===== config.mk =====
export PLATFORM = sky130hd
export DESIGN_NAME = sort_accel_ctrl
export DESIGN_NICKNAME = d
export VERILOG_FILES = /design/src/rtl/sort_accel_ctrl.sv
export SDC_FILE = /design/constraint.sdc
export NUM_CORES = 1
export LEC_CHECK = 0
export ABC_AREA = 0
export BUFFER_PORTS_ARGS = -buffer_cell sky130_fd_sc_hd__buf_2
export CORE_MARGIN = 1.5
export CORE_UTILIZATION = 25
export CTS_CLUSTER_DIAMETER = 60
export DETAILED_ROUTE_END_ITERATION = 16
export PLACE_DENSITY = 0.48
export SETUP_SLACK_MARGIN = 0.3
export SLEW_MARGIN = 20
export SYNTH_ARGS = -nofsm -noshare
export SYNTH_HDL_FRONTEND = slang
export SYNTH_SLANG_ARGS = --single-unit

===== constraint.sdc =====
create_clock -name clk -period 3.23 [get_ports clk]
set_input_delay 0.323 -clock clk [delete_from_list [all_inputs] [get_ports clk]]
set_output_delay 0.323 -clock clk [all_outputs]
set_load 0.02 [all_outputs]

===== src/rtl/sort_accel_ctrl.sv =====
// ---------------------------------------------------------------------------
// sort_accel_ctrl
//
// Memory-mapped control stage between a simple register-access port and a
// pipelined sorting network. Software loads N = 2**LOG_INPUT_NUM input words,
// writes START, and the block launches one sort with a single-cycle x_valid
// pulse. It then counts cycles until y_valid, captures the sorted vector into
// result registers, or aborts with a timeout and resets the sorter.
//
// Register map (byte offsets, bits [1:0] ignored):
//   0x00        CTRL   W: bit0 START, bit1 CLEAR   R: {29'b0, timeout, done, busy}
//   0x04        COUNT  RO, cycles from x_valid to y_valid of the last sort
//   0x40 + 4*i  IN[i]  RW, low DATA_WIDTH bits, read zero-extended
//   0x80 + 4*i  OUT[i] RO, sorted result
//
// Ports:
//   clk, resetn                 clock (posedge) and asynchronous active-low reset
//   req_valid/req_write/
//   req_addr/req_wdata          register access request
//   req_ready                   request accepted this cycle (= !resp_valid)
//   resp_valid/resp_rdata/
//   resp_err                    one-cycle registered response
//   sort_rst                    active-high reset to the sorting network
//   x_valid, x                  launch pulse and packed input vector
//   y_valid, y                  sorter result strobe and packed sorted vector
// ---------------------------------------------------------------------------
module sort_accel_ctrl #(
    parameter int LOG_INPUT_NUM = 2,
    parameter int DATA_WIDTH    = 32,
    parameter int TIMEOUT       = 256
) (
    input  logic                                      clk,
    input  logic                                      resetn,
    input  logic                                      req_valid,
    input  logic                                      req_write,
    input  logic [7:0]                                req_addr,
    input  logic [31:0]                               req_wdata,
    output logic                                      req_ready,
    output logic                                      resp_valid,
    output logic [31:0]                               resp_rdata,
    output logic                                      resp_err,
    output logic                                      sort_rst,
    output logic                                      x_valid,
    output logic [DATA_WIDTH*(2**LOG_INPUT_NUM)-1:0]  x,
    input  logic [DATA_WIDTH*(2**LOG_INPUT_NUM)-1:0]  y,
    input  logic                                      y_valid
);

    localparam int          N          = 2 ** LOG_INPUT_NUM;
    localparam logic [4:0]  N5         = 5'(N);
    localparam logic [15:0] TIMEOUT_16 = 16'(TIMEOUT);

    typedef enum logic [1:0] {
        S_IDLE  = 2'd0,
        S_ISSUE = 2'd1,
        S_WAIT  = 2'd2
    } state_t;

    state_t                  state_reg;
    logic                    done_reg;
    logic                    timeout_reg;
    logic [15:0]             count_reg;
    logic [1:0]              srst_cnt_reg;
    logic [DATA_WIDTH-1:0]   in_reg  [N];
    logic [DATA_WIDTH-1:0]   out_reg [N];

    // Decode / control strobes
    logic [5:0]               widx;
    logic [LOG_INPUT_NUM-1:0] eidx;
    logic                     accept;
    logic                     busy;
    logic                     hit_ctrl, hit_count, hit_in, hit_out;
    logic                     err_next;
    logic [31:0]              rdata_next;
    logic                     clear_fire, start_fire, in_write;
    logic                     capture_fire, timeout_fire;
    logic [15:0]              count_inc;

    // Address bits [1:0] and write-data bits above DATA_WIDTH carry no meaning.
    logic unused_ok;
    assign unused_ok = ^{req_addr[1:0], req_wdata};

    always_comb begin
        widx       = req_addr[7:2];
        eidx       = req_addr[LOG_INPUT_NUM+1:2];
        accept     = req_valid && req_ready;
        busy       = (state_reg != S_IDLE);
        hit_ctrl   = (widx == 6'd0);
        hit_count  = (widx == 6'd1);
        hit_in     = (widx[5:4] == 2'b01) && ({1'b0, widx[3:0]} < N5);
        hit_out    = (widx[5:4] == 2'b10) && ({1'b0, widx[3:0]} < N5);

        err_next   = 1'b0;
        rdata_next = 32'd0;
        if (!(hit_ctrl || hit_count || hit_in || hit_out)) begin
            err_next = 1'b1;
        end else if (req_write) begin
            if (hit_count || hit_out) begin
                err_next = 1'b1;
            end else if (hit_in && busy) begin
                err_next = 1'b1;
            end else if (hit_ctrl && busy && (req_wdata[1:0] != 2'b00)) begin
                err_next = 1'b1;
            end
        end else begin
            if (hit_ctrl) begin
                rdata_next = {29'd0, timeout_reg, done_reg, busy};
            end else if (hit_count) begin
                rdata_next = 32'(count_reg);
            end else if (hit_in) begin
                rdata_next = 32'(in_reg[eidx]);
            end else begin
                rdata_next = 32'(out_reg[eidx]);
            end
        end

        // CLEAR has priority over START when both bits are written together.
        clear_fire   = accept && req_write && hit_ctrl && !busy && req_wdata[1];
        start_fire   = accept && req_write && hit_ctrl && !busy && req_wdata[0] && !req_wdata[1];
        in_write     = accept && req_write && hit_in && !busy;

        count_inc    = (count_reg == 16'hFFFF) ? count_reg : count_reg + 16'd1;
        capture_fire = (state_reg == S_WAIT) && y_valid;
        // A result arriving on the deadline cycle is still captured.
        timeout_fire = (state_reg == S_WAIT) && !y_valid && (count_inc == TIMEOUT_16);
    end

    // Response path: registered, one cycle after acceptance. req_ready is kept
    // as a register equal to !resp_valid so it is low while in reset.
    always_ff @(posedge clk or negedge resetn) begin
        if (!resetn) begin
            req_ready  <= 1'b0;
            resp_valid <= 1'b0;
            resp_err   <= 1'b0;
            resp_rdata <= 32'd0;
        end else begin
            req_ready  <= !accept;
            resp_valid <= accept;
            resp_err   <= accept && err_next;
            resp_rdata <= (accept && !err_next) ? rdata_next : 32'd0;
        end
    end

    // Input and result registers, one slice per element.
    generate
        for (genvar gi = 0; gi < N; gi++) begin : g_elem
            always_ff @(posedge clk or negedge resetn) begin
                if (!resetn) begin
                    in_reg[gi] <= '0;
                end else if (in_write && (eidx == LOG_INPUT_NUM'(gi))) begin
                    in_reg[gi] <= req_wdata[DATA_WIDTH-1:0];
                end
            end

            always_ff @(posedge clk or negedge resetn) begin
                if (!resetn) begin
                    out_reg[gi] <= '0;
                end else if (clear_fire) begin
                    out_reg[gi] <= '0;
                end else if (capture_fire) begin
                    out_reg[gi] <= y[DATA_WIDTH*gi +: DATA_WIDTH];
                end
            end

            // x follows IN[] directly; IN[] is write-protected while busy so
            // x is stable from ISSUE through WAIT.
            assign x[DATA_WIDTH*gi +: DATA_WIDTH] = in_reg[gi];
        end
    endgenerate

    // Sequencer FSM with registered outputs.
    always_ff @(posedge clk or negedge resetn) begin
        if (!resetn) begin
            state_reg    <= S_IDLE;
            x_valid      <= 1'b0;
            done_reg     <= 1'b0;
            timeout_reg  <= 1'b0;
            count_reg    <= 16'd0;
            sort_rst     <= 1'b1;
            srst_cnt_reg <= 2'd2;
        end else begin
            x_valid <= 1'b0;

            // sort_rst stays high for exactly two cycles after a request (or
            // after reset release): load 2, drop the output as it reaches 0.
            if (clear_fire || timeout_fire) begin
                srst_cnt_reg <= 2'd2;
                sort_rst     <= 1'b1;
            end else if (srst_cnt_reg != 2'd0) begin
                srst_cnt_reg <= srst_cnt_reg - 2'd1;
                sort_rst     <= (srst_cnt_reg != 2'd1);
            end

            case (state_reg)
                S_IDLE: begin
                    if (clear_fire) begin
                        done_reg    <= 1'b0;
                        timeout_reg <= 1'b0;
                    end else if (start_fire) begin
                        state_reg   <= S_ISSUE;
                        x_valid     <= 1'b1;
                        done_reg    <= 1'b0;
                        timeout_reg <= 1'b0;
                        count_reg   <= 16'd0;
                    end
                end
                S_ISSUE: begin
                    state_reg <= S_WAIT;
                end
                S_WAIT: begin
                    count_reg <= count_inc;
                    if (capture_fire) begin
                        done_reg  <= 1'b1;
                        state_reg <= S_IDLE;
                    end else if (timeout_fire) begin
                        timeout_reg <= 1'b1;
                        state_reg   <= S_IDLE;
                    end
                end
                default: begin
                    state_reg <= S_IDLE;
                end
            endcase
        end
    end

endmodule


==> results.sh <==
export IMPL_status="completed"
export IMPL_cts_made_buffers=43
export IMPL_syn_area_mm2=0.0145
export IMPL_arrival_ns=3.04
export IMPL_cts_root_buf="clkbuf_16"
export IMPL_cp_max_fo=13
export IMPL_drc=0
export IMPL_portBuffers=335
export IMPL_rsz0062_at_grt="no"
export IMPL_maxSlewViolCount=0
export IMPL_fmax_ghz=0.387
export IMPL_synth_cells=1294
export IMPL_synth_edff_count=0
export IMPL_grt_pass1_wl_mm=75.2
export IMPL_drv_cap=0
export IMPL_drt_iter0_markers=586
export IMPL_critical_path_max_stage_delay_ns=0.56
export IMPL_grt_pass1_vias=12300
export IMPL_dieArea_mm2=0.0596
export IMPL_post_drt_wl_per_cell_um=19.5
export IMPL_synth_cell_types=56
export IMPL_vias=11700
export IMPL_worst_ep_required_time_ns=3.69
export IMPL_die_h_um=244
export IMPL_finalWirelength_mm=49.0
export IMPL_p_leak_nw=9.35
export IMPL_core_mm2=0.0576
export IMPL_vdd_drop_max_mv=0.360
export IMPL_crit_family="simple AND/OR/NAND/NOR gates"
export IMPL_fin_skew_ns=0.0188
export IMPL_crit_buf_inv=0
export IMPL_criticalPathCategory="reg -> reg"
export IMPL_viasPerCell=4.66
export IMPL_cts_sinks=315
export IMPL_final_setup_viol_count=0
export IMPL_finalInstanceArea_mm2=0.0196
export IMPL_synth_top_cells_by_count="nand2_1, dfrtp_1, a21oi_1"
export IMPL_cts_tree="yes"
export IMPL_crit_start="count_reg[4]"
export IMPL_ys_warn_count=0
export IMPL_end_kind="register"
export IMPL_yosysMostFrequentCell="nand2_1"
export IMPL_globalplace_congestion=0.834
export IMPL_gr_total_overflow=0
export IMPL_fin_crit_sh=0.799
export IMPL_min_path_type="in -> reg"
export IMPL_dieWidth_um=244
export IMPL_hold_viol=0
export IMPL_r2r_start="count_reg[4]"
export IMPL_nets=1892
export IMPL_synth_seq_area_share=0.543
export IMPL_placedInstanceArea_mm2=0.0171
export IMPL_slew_headroom=0.461
export IMPL_clock_latency_ns=0.56
export IMPL_io_pins=338
export IMPL_dp_slack_ns=0.666
export IMPL_worst_pin_slew_ns=0.808
export IMPL_layout_setup_ws_ns=0.648
export IMPL_hpwl_mm=33.8
export IMPL_finalCriticalPeriod_ns=2.58
export IMPL_std_cell_rows=88
export IMPL_path_cells="nand4_1 -> nor3_1 -> mux2_4 -> nor4_2 -> a41oi_2 -> and2_1"
export IMPL_syn_num_nets=1470
export IMPL_synth_area_per_cell_um2=11.2
export IMPL_clock_path_buffers=3
export IMPL_synth_top_area_frac=0.539
export IMPL_clkTransAtPathRegs_ns=0.05
export IMPL_hold_slack_ns=0.0269
export IMPL_cts_resized=0
export IMPL_worst_hold_startpoint="req_valid"
export IMPL_initial_core_util=0.252
export IMPL_grt_usage=0.165
export IMPL_grt_max_degree=129
export IMPL_yosys_area_top_type="dfrtp_1"
export IMPL_antenna_left=0
export IMPL_synth_area_top_cells="dfrtp_1, mux2_2, mux4_2"
export IMPL_first_pass_iters=5
export IMPL_synthFlopType="dfrtp_1"
export IMPL_synth_seq_cells=315
export IMPL_finalSetupTns_ns=0
export IMPL_antenna_found_initial=3
export IMPL_drive_gt1_frac=0.373
export IMPL_cts_max_level=2
export IMPL_area_delta_synth_final_pct=35.2
export IMPL_async_flop_share=1.00
export IMPL_cp_slowest_cell="dfrtp_1"
export IMPL_setup_worst_path_start_class="register"
export IMPL_powerDensity_mw_per_mm2=515
-- what timing repair did --
action,4_1_cts,5_1_grt
endpoints found under the hold margin,200,0
hold buffers,111,0
endpoints found under the setup margin,0,0
setup buffers,0,0
-- final cells by class --
type / count / area [um^2]
Clock buffer: 61 / 1270
Fill cell: 5854 / 37900
Antenna cell: 2 / 5.00
Inverter: 7 / 26.3
Clock inverter: 18 / 165
Tap cell: 765 / 957
Multi-Input combinational cell: 874 / 6180
Sequential cell: 315 / 7890
Timing Repair Buffer: 475 / 3150
-- where the power goes --
group / total [W] / switching (W) / internal (W)
sequential: 0.00426 / 0.000129 / 0.00413
combinational: 0.00112 / 0.000614 / 0.000505
clock: 0.00474 / 0.00188 / 0.00286
total: 0.0101 / 0.00262 / 0.00749
-- worst paths after layout --
path	endpoint	slack [ns]	cells after the start
max in group asynchronous	x[95]	1.92	3
max reg2reg	srst_cnt_reg[0]	0.65	6
max	srst_cnt_reg[0]	0.65	6
min in group asynchronous	x[115]	0.37	2
min	req_ready	0.03	2
min reg2reg	done_reg	0.50	1
-- logic make-up after synthesis --
logic type                 count (synthesis)  synth area share
and+or+nand+nor                          455             0.134
muxes                                    200             0.204
adders and majority gates                  3           0.00258
xor gates and xnor gates                   3           0.00181
buffers and inverters                    105            0.0342
DFF                                      315             0.543
AOI/OAI and AO/OA                        213            0.0801
-- through the flow --
stage           util  total power [W]  std cells
4_1_cts        0.341           0.0103       2515
2_1_floorplan      -          0.00486       1294
3_5_place_dp   0.297          0.00535       2325
3_3_place_gp   0.297          0.00533       2325
5_1_grt        0.341           0.0105       2516
6_report       0.341           0.0101       2517
-- layout by cell type, fill, tap and decap left out, types with 11 or more instances in the layout --
master	n
a21oi_1	152
nor2_1	36
buf_2	332
dlygate4sd3_1	111
o21ai_0	32
clkbuf_8	11
clkbuf_16	44
buf_4	21
dfrtp_1	313
mux2_2	128
mux4_2	64
nand3_1	20
nand2_1	338
-- metal layers --
metal	track usage	part of all wire	up-vias
met2	0.267	0.48	311
li1	-	-	5378
met5	0	0.00027	-
met1	0.221	0.44	5940
met3	0.0281	0.044	90
met4	0.0586	0.034	2
Note: power is estimated with default switching activity, not from simulation.
